**src/rtl/bw_edge_interp.sv**
```systemverilog
// Interpolates the sub-bin frequency where the spectrum crosses -THRESHOLD_DB between two bracketing bins.
// Restoring divider (FRAC_BITS+1 cycles) then one multiply-accumulate cycle; ready_o only in IDLE.
module bw_edge_interp #(
  parameter int ACCUM_WIDTH    = 16,
  parameter int FREQ_BIN_WIDTH = 9,
  parameter int THRESHOLD_DB   = 30,
  parameter int FRAC_BITS      = 4
) (
  input  logic                                clk_i,
  input  logic                                rst_ni,
  input  logic                                valid_i,
  output logic                                ready_o,
  input  logic                                found_i,
  input  logic [FREQ_BIN_WIDTH-1:0]           f1_i,
  input  logic [FREQ_BIN_WIDTH-1:0]           f2_i,
  input  logic [ACCUM_WIDTH-1:0]              L1_i,
  input  logic [ACCUM_WIDTH-1:0]              L2_i,
  output logic [FREQ_BIN_WIDTH+FRAC_BITS-1:0] f_edge_o,
  output logic                                edge_found_o,
  output logic                                err_o,
  output logic                                valid_o,
  output logic                                busy_o
);

  localparam int NW = ACCUM_WIDTH + 2;
  localparam int RW = NW + 1;
  localparam int DW = FREQ_BIN_WIDTH + 1;
  localparam int QW = FRAC_BITS + 1;
  localparam int OW = FREQ_BIN_WIDTH + FRAC_BITS;
  localparam int SW = OW + 2;
  localparam int CW = $clog2(FRAC_BITS + 1) + 1;

  localparam logic [1:0] S_IDLE = 2'd0;
  localparam logic [1:0] S_DIV  = 2'd1;
  localparam logic [1:0] S_MUL  = 2'd2;
  localparam logic [1:0] S_DONE = 2'd3;

  localparam logic signed [NW-1:0] THR      = NW'(THRESHOLD_DB);
  localparam logic        [CW-1:0] LAST_BIT = CW'(FRAC_BITS);

  logic [1:0]                r_state;
  logic [FREQ_BIN_WIDTH-1:0] r_f1;
  logic [FREQ_BIN_WIDTH-1:0] r_f2;
  logic [RW-1:0]             r_rem;
  logic [RW-1:0]             r_den;
  logic [QW-1:0]             r_q;
  logic [CW-1:0]             r_cnt;
  logic [OW-1:0]             r_f_edge;
  logic                      r_edge_found;
  logic                      r_err;

  logic signed [NW-1:0] w_l1;
  logic signed [NW-1:0] w_l2;
  logic signed [NW-1:0] w_num;
  logic signed [NW-1:0] w_den;
  logic                 w_consistent;
  logic                 w_accept;
  logic                 w_ge;
  logic [RW-1:0]        w_sub;
  logic signed [DW-1:0] w_delta;
  logic signed [SW-1:0] w_qx;
  logic signed [SW-1:0] w_dx;
  logic signed [SW-1:0] w_base;
  logic signed [SW-1:0] w_sum;
  logic [OW-1:0]        w_clamped;

  assign w_l1  = {{2{L1_i[ACCUM_WIDTH-1]}}, L1_i};
  assign w_l2  = {{2{L2_i[ACCUM_WIDTH-1]}}, L2_i};
  assign w_num = w_l1 + THR;
  assign w_den = w_l1 - w_l2;

  // num>0, den>0 and num<=den guarantees the quotient stays within 0..2^FRAC_BITS
  assign w_consistent = !w_num[NW-1] && (w_num != '0) &&
                        !w_den[NW-1] && (w_den != '0) && (w_num <= w_den);
  assign w_accept     = valid_i && (r_state == S_IDLE);

  assign w_ge  = (r_rem >= r_den);
  assign w_sub = w_ge ? (r_rem - r_den) : r_rem;

  assign w_delta = $signed({1'b0, r_f2}) - $signed({1'b0, r_f1});
  assign w_qx    = {{(SW-QW){1'b0}}, r_q};
  assign w_dx    = {{(SW-DW){w_delta[DW-1]}}, w_delta};
  assign w_base  = {2'b00, r_f1, {FRAC_BITS{1'b0}}};
  assign w_sum   = w_base + w_qx * w_dx;

  always_comb begin
    w_clamped = w_sum[OW-1:0];
    if (w_sum[SW-1])      w_clamped = '0;
    else if (w_sum[SW-2]) w_clamped = '1;
  end

  always_ff @(posedge clk_i or negedge rst_ni) begin
    if (!rst_ni) begin
      r_state      <= S_IDLE;
      r_f1         <= '0;
      r_f2         <= '0;
      r_rem        <= '0;
      r_den        <= '0;
      r_q          <= '0;
      r_cnt        <= '0;
      r_f_edge     <= '0;
      r_edge_found <= 1'b0;
      r_err        <= 1'b0;
    end else begin
      case (r_state)
        S_IDLE: begin
          if (w_accept) begin
            r_f1  <= f1_i;
            r_f2  <= f2_i;
            r_rem <= {1'b0, w_num};
            r_den <= {1'b0, w_den};
            r_q   <= '0;
            r_cnt <= '0;
            if (!found_i) begin
              r_f_edge     <= '0;
              r_edge_found <= 1'b0;
              r_err        <= 1'b0;
              r_state      <= S_DONE;
            end else if (!w_consistent) begin
              r_f_edge     <= {f1_i, {FRAC_BITS{1'b0}}};
              r_edge_found <= 1'b1;
              r_err        <= 1'b1;
              r_state      <= S_DONE;
            end else begin
              r_state <= S_DIV;
            end
          end
        end
        S_DIV: begin
          // remainder is always below den here, so the shift cannot overflow
          r_rem <= {w_sub[RW-2:0], 1'b0};
          r_q   <= {r_q[QW-2:0], w_ge};
          r_cnt <= r_cnt + 1'b1;
          if (r_cnt == LAST_BIT) r_state <= S_MUL;
        end
        S_MUL: begin
          r_f_edge     <= w_clamped;
          r_edge_found <= 1'b1;
          r_err        <= 1'b0;
          r_state      <= S_DONE;
        end
        default: r_state <= S_IDLE;
      endcase
    end
  end

  assign ready_o      = (r_state == S_IDLE);
  assign busy_o       = (r_state == S_DIV) || (r_state == S_MUL);
  assign valid_o      = (r_state == S_DONE);
  assign f_edge_o     = r_f_edge;
  assign edge_found_o = r_edge_found;
  assign err_o        = r_err;

endmodule

```
**config.mk**
```make
export PLATFORM = sky130hd
export DESIGN_NAME = bw_edge_interp
export DESIGN_NICKNAME = d
export VERILOG_FILES = /design/src/rtl/bw_edge_interp.sv
export SDC_FILE = /design/constraint.sdc
export NUM_CORES = 1
export LEC_CHECK = 0
export ABC_AREA = 1
export CAP_MARGIN = 10
export CORE_ASPECT_RATIO = 1.75
export CORE_MARGIN = 1
export CORE_UTILIZATION = 55
export CTS_CLUSTER_DIAMETER = 60
export DETAILED_ROUTE_END_ITERATION = 10
export PLACE_DENSITY = 0.76
export SYNTH_ARGS = -nofsm -noshare
export SYNTH_HDL_FRONTEND = slang
export SYNTH_SLANG_ARGS = --single-unit
```
**constraint.sdc**
```tcl
create_clock -name clk_i -period 9.1 [get_ports clk_i]
set_input_delay 0.91 -clock clk_i [delete_from_list [all_inputs] [get_ports clk_i]]
set_output_delay 0.91 -clock clk_i [all_outputs]
set_load 0.05 [all_outputs]
```
### After elaboration in Yosys (flattened, before gate mapping)

Index checks and enable logic that the tools add are counted.

* flip-flop bits (word level): 80
* latch bits: 0
* RAM bits: 0
* memory bits (read-only): 0
* input bits: 54
* output and inout bits: 18
* logic and storage cells: 66
* memories: 0

* add/subtract/negate cells: 6
* $mul: 1
* div/mod/pow operators: 0
* order comparisons: 2
* equality and inequality tests: 7
* shifts and indexed selects: 0
* mux-type cells: 23
* bitwise logic cells: 0
* reductions and logical operators: 17

Operators by type and width (count)
* two-way mux 13 bit: 5
* case mux 19 bit (2 select lines): 1
* nonzero test 18 bit: 2
* case mux 13 bit (2 select lines): 1
* greater-or-equal comparator 19 x 18 -> 1 bit: 1
* two-way mux 19 bit: 1
* two-way mux 18 bit: 1
* subtractor 18 bit: 1
* adder 16 x 6 -> 17 bit (second input constant): 1
* <= comparator 17 bit: 1
* subtractor 16 x 16 -> 17 bit: 1
* adder 14 x 15 -> 15 bit: 1
* multiplier 6 x 10 -> 15 bit: 1
* case mux 5 bit (2 select lines): 1
* subtractor 9 x 9 -> 10 bit: 1
* two-way mux 2 bit: 4
* case mux 4 bit (2 select lines): 1
* case mux 2 bit (3 select lines): 1
* AND reduction 2 bit: 3
* logical AND 1 bit: 5
* two-way mux 5 bit: 1
* adder 4 x 1 -> 4 bit (second input constant): 1
* == test 2 bit (second input constant): 2
* == test 4 x 3 -> 1 bit (second input constant): 1
* 12 further kinds: 17

### Depth between registers and ports, before layout

Gate-level depths: netlist of run 1.

* word-level depth: 10
* gate-level depth with buffers: 33
* gate-level depth less buffers: 32

### Worst setup path after synthesis of run 1

OpenSTA, ideal clock, no wires.

* path type: register -> register
* start: register r_f1[2]
* end: register r_f_edge[10] (netlist: f_edge_o[10])
* library setup time: 0.118 ns
* arrival: 5.614 ns
* path slack: 3.367 ns
* cell stages (with the launch flop): 30
* buffers on the path: 0
* period minus slack after synthesis: 5.733 ns
* cell sequence: dfrtp_1 inv_1 ha_1 inv_1 nor3_1 nand2_1 o211ai_1 a21oi_1 o21ai_0 a21o_1 a21oi_1 inv_1 nor2_1 fa_1 inv_1 fa_1 fa_1 fa_1 inv_1 ha_1 inv_1 nor3_1 nand3_1 nand4_1 xor2_1 inv_1 o211ai_1 o21ai_0 nand2_1 nand2_1

* cells in the longest elaborated chain, start to end: 6

RTL lines
* from (decl): RTL line 42 `logic [FREQ_BIN_WIDTH-1:0] r_f1;`
* from (signal assigned): RTL line 108 `r_f1 <= f1_i;`
* subtractor 9 x 9 -> 10 bit: RTL line 80 `assign w_delta = $signed({1'b0, r_f2}) - $signed({1'b0, r_f1});`
* multiplier 6 x 10 -> 15 bit: RTL line 84 `assign w_sum = w_base + w_qx * w_dx;`
* adder 14 x 15 -> 15 bit *: RTL line 84
* two-way mux 13 bit: RTL line 89 `else if (w_sum[SW-2]) w_clamped = '1;`
* two-way mux 13 bit *: RTL line 88 `if (w_sum[SW-1]) w_clamped = '0;`
* case mux 13 bit (2 select lines) *: RTL line 105 `case (r_state)`
* to (signal assigned): RTL line 120 `r_f_edge <= {f1_i, {FRAC_BITS{1'b0}}};`
* to (signal assigned): RTL line 137 `r_f_edge <= w_clamped;`
* to (decl): RTL line 48 `logic [OW-1:0] r_f_edge;`

Mark *: on every way between the ends. The rest lies on a longest branch, timed or not.
A chain may end at the register's enable or synchronous reset.

### Worst setup path in the final report of run 1

* start: register r_f1[2]
* end: register r_f_edge[1] (netlist: f_edge_o[1])

Same word-level chain as after synthesis.

==> impl_metrics.json, run 1 <==
{
  "final_slew_viol_count": 0,
  "grt_antenna_before_repair": 0,
  "setup_total_negative_slack_ns": 0,
  "cts_repair_resize_count": 0,
  "die_h_um": 167,
  "worstMarginPinSlew_ns": 1.03,
  "cts_tree": "done",
  "io-pin-count": 72,
  "dieWidth_um": 96.6,
  "ys_warn_count": 0,
  "classification_of_the_worst_setup_path": "reg2reg",
  "top_layer_used": "met4",
  "setup_repair_after_global_routing_missed_its_margin": "false",
  "drive_gt1_frac": 0.0374,
  "cp_data_arrival_time_ns": 6.69,
  "run_status": "complete, no violations",
  "slew-limit-headroom": 0.313,
  "grt_overflow_total": 0,
  "detailed_place.area_um2": 9490,
  "syn_inst": 1215,
  "met3WireLength_um": 457,
  "clk_root_buffer_cell": "clkbuf_16",
  "final-hold-violation-count": 0,
  "hpwlAfterDp_mm": 18.7,
  "holdCritPathClass": "reg2reg",
  "drt-initial-drc-count": 262,
  "cell_variety_after_synth": 46,
  "cp-end-kind": "register",
  "timing.critical_path.buf_inv": 7,
  "io_buffer_count": 71,
  "antenna_cells_inserted": 0,
  "worst_path_most_repeated_cell": "inv_1",
  "max_freq_mhz": 155,
  "worst-endpoint-required_ns": 9.33,
  "setup_viol_count_final": 0,
  "starting_density": 0.562,
  "wire_per_inst_um": 15.6,
  "drt_first_pass_iters": 5,
  "number_of_clock_buffers_inserted_by_tritoncts": 9,
  "floorplan.rows": 60,
  "placeableCoreArea_um2": 15300,
  "path_delay_family": "adder cells",
  "design_area_um2": 9780,
  "place_congestion": 0.943,
  "worst_setup_hold_path_clk_slew_ns": 0.07,
  "cts.repair_timing.setup_buffer_count": 0,
  "synthesis.area_um2": 8600,
  "routed_wirelength_mm": 23.0,
  "grt_pass1_vias": 8535,
  "track_usage": 0.307,
  "most-common-layout-cells": "nand2_1, inv_1, nor2_1, ha_1, dfrtp_1",
  "drt-met1-wl_mm": 7.61,
  "grt_start_max_net_pins": 81,
  "crit_path_max_fanout": 8,
  "cts.sinks": 80,
  "insertion_delay_ns": 0.34,
  "crit_path_max_incr_delay_ns": 0.69,
  "route.vias.total": 8033,
  "h-tree-depth": 3,
  "start_kind": "register",
  "timing.critical_path.slowest_stage_cell": "fa_1",
  "grt_pass1_wl_mm": 37.9,
  "mappedNetlistNets": 1404,
  "layout_commonest_cell": "nand2_1",
  "flip_flop_and_latch_count_after_synthesis": 80,
  "filler_cell_count": 1446,
  "finClkSkew_ns": 0.00990,
  "drt.antenna.violating_nets": 0,
  "areaGrowthSynthToFinish_pct": 13.6,
  "min_period_ns": 6.47,
  "floorplan.die_area_um2": 16200,
  "clk_path_buf_depth": 2,
  "remaining_drc_errors": 0,
  "finalCritPeriodShare": 0.711,
  "synth_sequential_area_ratio": 0.233,
  "design.final.nets": 1469,
  "vias_per_cell": 5.46,
  "postSynthAreaPerCell_um2": 7.08,
  "max_cap_viol_count": 0,
  "met2_wirelength_mm": 12.9,
  "cts_hold_bufs": 0
}
[tightest hold or removal path, stage by stage (launching register included)]
cell and delay [ns]:
dfrtp_1 0.35, nand2_1 0.05, o21ai_0 0.06
[path summary, 6_finish.rpt]
kind	from	endpoint	slack (ns)	cells past startpoint
min in group asynchronous	rst_ni	f_edge_o[9]	0.72	1
setup reg to reg	r_f1[2]	f_edge_o[1]	2.63	29
max in group asynchronous	rst_ni	r_rem[5]	7.68	1
hold reg to reg	r_f1[8]	r_f1[8]	0.49	2
setup / recovery	r_f1[2]	f_edge_o[1]	2.63	29
hold / removal	r_f1[8]	r_f1[8]	0.49	2
[Yosys cell counts (all sizes together)]
| master | instances | share of area |
|---|---|---|
| fa | 42 | 0.098 |
| and2 | 1 | 0.00073 |
| ha | 93 | 0.14 |
| nand2 | 315 | 0.14 |
| xnor2 | 18 | 0.018 |
| nand3b | 7 | 0.0061 |
| a21boi | 1 | 0.00087 |
| o31ai | 1 | 0.00087 |
| o21bai | 9 | 0.0092 |
| o21ai | 77 | 0.045 |
| o221ai | 1 | 0.0010 |
| o211ai | 13 | 0.011 |
| a41oi | 1 | 0.0010 |
| buf | 6 | 0.0048 |
| nor3 | 6 | 0.0035 |
| xor2 | 23 | 0.026 |
| nand4 | 11 | 0.0097 |
| dfrtp | 80 | 0.23 |
| inv | 215 | 0.094 |
| a31oi | 1 | 0.00073 |
| o22ai | 14 | 0.010 |
| a31o | 1 | 0.0010 |
| a21o | 4 | 0.0035 |
| nor3b | 1 | 0.00087 |
| o2111ai | 1 | 0.0010 |
| clkbuf | 17 | 0.0074 |
| nor2 | 114 | 0.051 |
| a21oi | 62 | 0.037 |
| nand3 | 70 | 0.042 |
| a22o | 1 | 0.0010 |
| clkinv | 2 | 0.00087 |
| or2 | 7 | 0.0051 |
[per-layer routing]
metal,global-route usage,vias to the layer above
met1,0.279,3743
met4,0.237,0
li1,-,3988
met3,0.0277,108
met2,0.588,194
met5,0,-
[stage by stage]
stage          setup slack [ns]  instances  hold slack [ns]  utilization
3_5_place_dp               2.73       1455            0.477        0.619
6_report                   2.63       1471            0.487        0.638
4_1_cts                    2.70       1471            0.492        0.638
5_1_grt                    2.07       1471            0.526        0.638
2_1_floorplan              3.37       1215            0.453            -
3_3_place_gp               2.97       1455            0.469        0.619
[sequential cells by signal, summed over array words and instances, names as in the netlist, 2 cells and up]
name and cells:
r_cnt 4, f_edge_o 13, r_rem 19, r_f1 9, r_state 2, r_q 5
r_f2 9, r_den 17
[cells by family (layout without fill, tap and decap cells)]
logic type               Yosys count  in the layout  share of synthesized area
AO/OA/AOI/OAI                    187            187                      0.124
XOR/XNOR                          41             41                     0.0439
AND/OR/NAND/NOR                  532            532                      0.260
buffers and inverters            240            310                      0.107
flip-flops                        80             80                      0.233
adder cells (fa/ha/maj)          135            135                      0.233
[final cells by class]
class	count	area [µm²]	share of cell area
repair buffers	77	753	0.0771
clock buffers	11	233	0.0238
flip-flops and latches	80	2000	0.205
multi-input cells	895	5680	0.581
clock inverters	5	57.6	0.00589
inverters	217	815	0.0833
well taps	186	233	0.0238
Power of run 1 is left out: the tool's default activity adds up to more than one toggle a clock period on the data nets, which glitch-free logic cannot reach.
==> run 2, diff against run 1 <==
==> constraint.sdc (replaced) <==
create_clock -name clk_i -period 6 [get_ports clk_i]
set_input_delay 0.6 -clock clk_i [delete_from_list [all_inputs] [get_ports clk_i]]
set_output_delay 0.6 -clock clk_i [all_outputs]
set_load 0.05 [all_outputs]
==> run 2 against run 1 <==
The run now ends with setup timing left. Non-clock buffer count is 10 higher. Via count is 4.0% higher. Register-to-register slack worse by 2.6 ns. Wire length increased by 4.0%.
==> impl_metrics.json, run 2 (same netlist as run 1, synthesis figures left out) <==
{
  "setup.reg_to_reg.worst_slack_ns": -0.0009,
  "worstMarginPinSlew_ns": 1.12,
  "placeableCoreArea_um2": 15300,
  "timing.critical_path.slowest_stage_cell": "fa_1",
  "areaGrowthSynthToFinish_pct": 17.9,
  "route.vias.total": 8358,
  "place_congestion": 0.926,
  "run_status": "finished with violations",
  "io_buffer_count": 71,
  "routed_wirelength_mm": 23.9,
  "finalCritPeriodShare": 1.00,
  "floorplan.rows": 60,
  "placedCellCount": 1461,
  "grt_pass1_vias": 8630,
  "whs_ns": 0.0648,
  "cp-end-kind": "register",
  "holdCritPathClass": "in2async",
  "grt_overflow_total": 0,
  "filler_cell_count": 1365,
  "worst-endpoint-required_ns": 6.28,
  "dieWidth_um": 96.6,
  "drive_gt1_frac": 0.0849,
  "crit_path_max_fanout": 5,
  "grt_pass1_wl_mm": 38.2,
  "wire_per_inst_um": 16.2,
  "drt_first_pass_iters": 5,
  "setup_viol_count_final": 2,
  "cts_tree": "done",
  "clk_path_buf_depth": 2,
  "setup_slack_ns": -0.000950,
  "grt_antenna_before_repair": 0,
  "antenna_cells_inserted": 0,
  "classification_of_the_worst_setup_path": "reg2reg",
  "h-tree-depth": 3,
  "instances_no_fill": 1482,
  "failing_checks": "setup timing",
  "number_of_clock_buffers_inserted_by_tritoncts": 9,
  "most-common-layout-cells": "nand2_1, inv_1, nor2_1, ha_1, dfrtp_1",
  "setup_total_negative_slack_ns": -0.00155,
  "insertion_delay_ns": 0.35,
  "cp_data_arrival_time_ns": 6.29,
  "slew-limit-headroom": 0.253,
  "cts_hold_bufs": 0,
  "min_period_ns": 6.00,
  "registers.top_by_ff_count": "r_rem",
  "start_kind": "register",
  "floorplan.die_area_um2": 16200,
  "hpwlAfterDp_mm": 18.6,
  "design.final.nets": 1480,
  "max_cap_viol_count": 0,
  "final_slew_viol_count": 0,
  "track_usage": 0.311,
  "final-hold-violation-count": 0,
  "remaining_drc_errors": 0,
  "detailed_place.area_um2": 9530,
  "finClkSkew_ns": 0.00720,
  "design_area_um2": 10100,
  "die_h_um": 167,
  "io-pin-count": 72,
  "max_freq_mhz": 167,
  "largest_reg_flops": 19,
  "clk_root_buffer_cell": "clkbuf_16",
  "crit_path_max_incr_delay_ns": 0.54,
  "starting_density": 0.562,
  "setup_repair_after_global_routing_missed_its_margin": "true",
  "layout_commonest_cell": "nand2_1",
  "grt_start_max_net_pins": 72,
  "vias_per_cell": 5.64,
  "drt-initial-drc-count": 393,
  "worst_setup_hold_path_clk_slew_ns": 0.06,
  "cts.sinks": 80,
  "drt.antenna.violating_nets": 0
}
-- run 2: timing repair --
action,in CTS,in global routing
setup endpoints to repair,10,13
resized for setup,5,62
buffers inserted,1,3
cloned,0,1
pin swaps,1,40
hold endpoints to repair,0,0
-- run 2: final cells by class --
type | instances | area [µm²] | share of cell area
multi-input combinational | 896 | 5960 | 0.587
sequential | 80 | 2000 | 0.197
timing repair buffer | 87 | 832 | 0.0820
inverter | 217 | 815 | 0.0803
clock buffer | 10 | 239 | 0.0236
tap | 186 | 233 | 0.0229
clock inverter | 6 | 67.6 | 0.00666
-- run 2: per-layer routing --
metal  GRT usage  part of all wire
met1       0.268              0.32
met2       0.577              0.53
met3      0.0445             0.043
met4       0.283              0.11
met5           0                 0
-- run 2: path summary, 6_finish.rpt --
kind,startpoint,to,cells past startpoint
worst max-delay path,r_f1[0],f_edge_o[4],30
worst min-delay path,rst_ni,f_edge_o[12],1
worst max register to register,r_f1[0],f_edge_o[4],30
worst min register to register,r_den[6],r_den[6],2
max in group asynchronous,rst_ni,r_f2[6],2
min in group clk_i,r_den[6],r_den[6],2
-- run 2: through the flow --
step | utilization | setup WS (ns)
final | 0.662 | -0.000950
after global routing | 0.662 | -0.201
after CTS | 0.644 | 0.0101
after detailed placement | 0.622 | -0.116
after global placement | 0.622 | -0.0437
after floorplan | - | 0.267
-- run 2: worst max-delay path, delay by kind of cell, from the launching register on --
kind / cells / cell delay (ns)
compound gates: 5 / 0.70
flops: 1 / 0.45
fa+ha+maj: 7 / 2.86
xor+xnor: 1 / 0.27
simple gates: 13 / 1.29
buf+inv: 4 / 0.34
Power of run 2 is left out for the same reason.
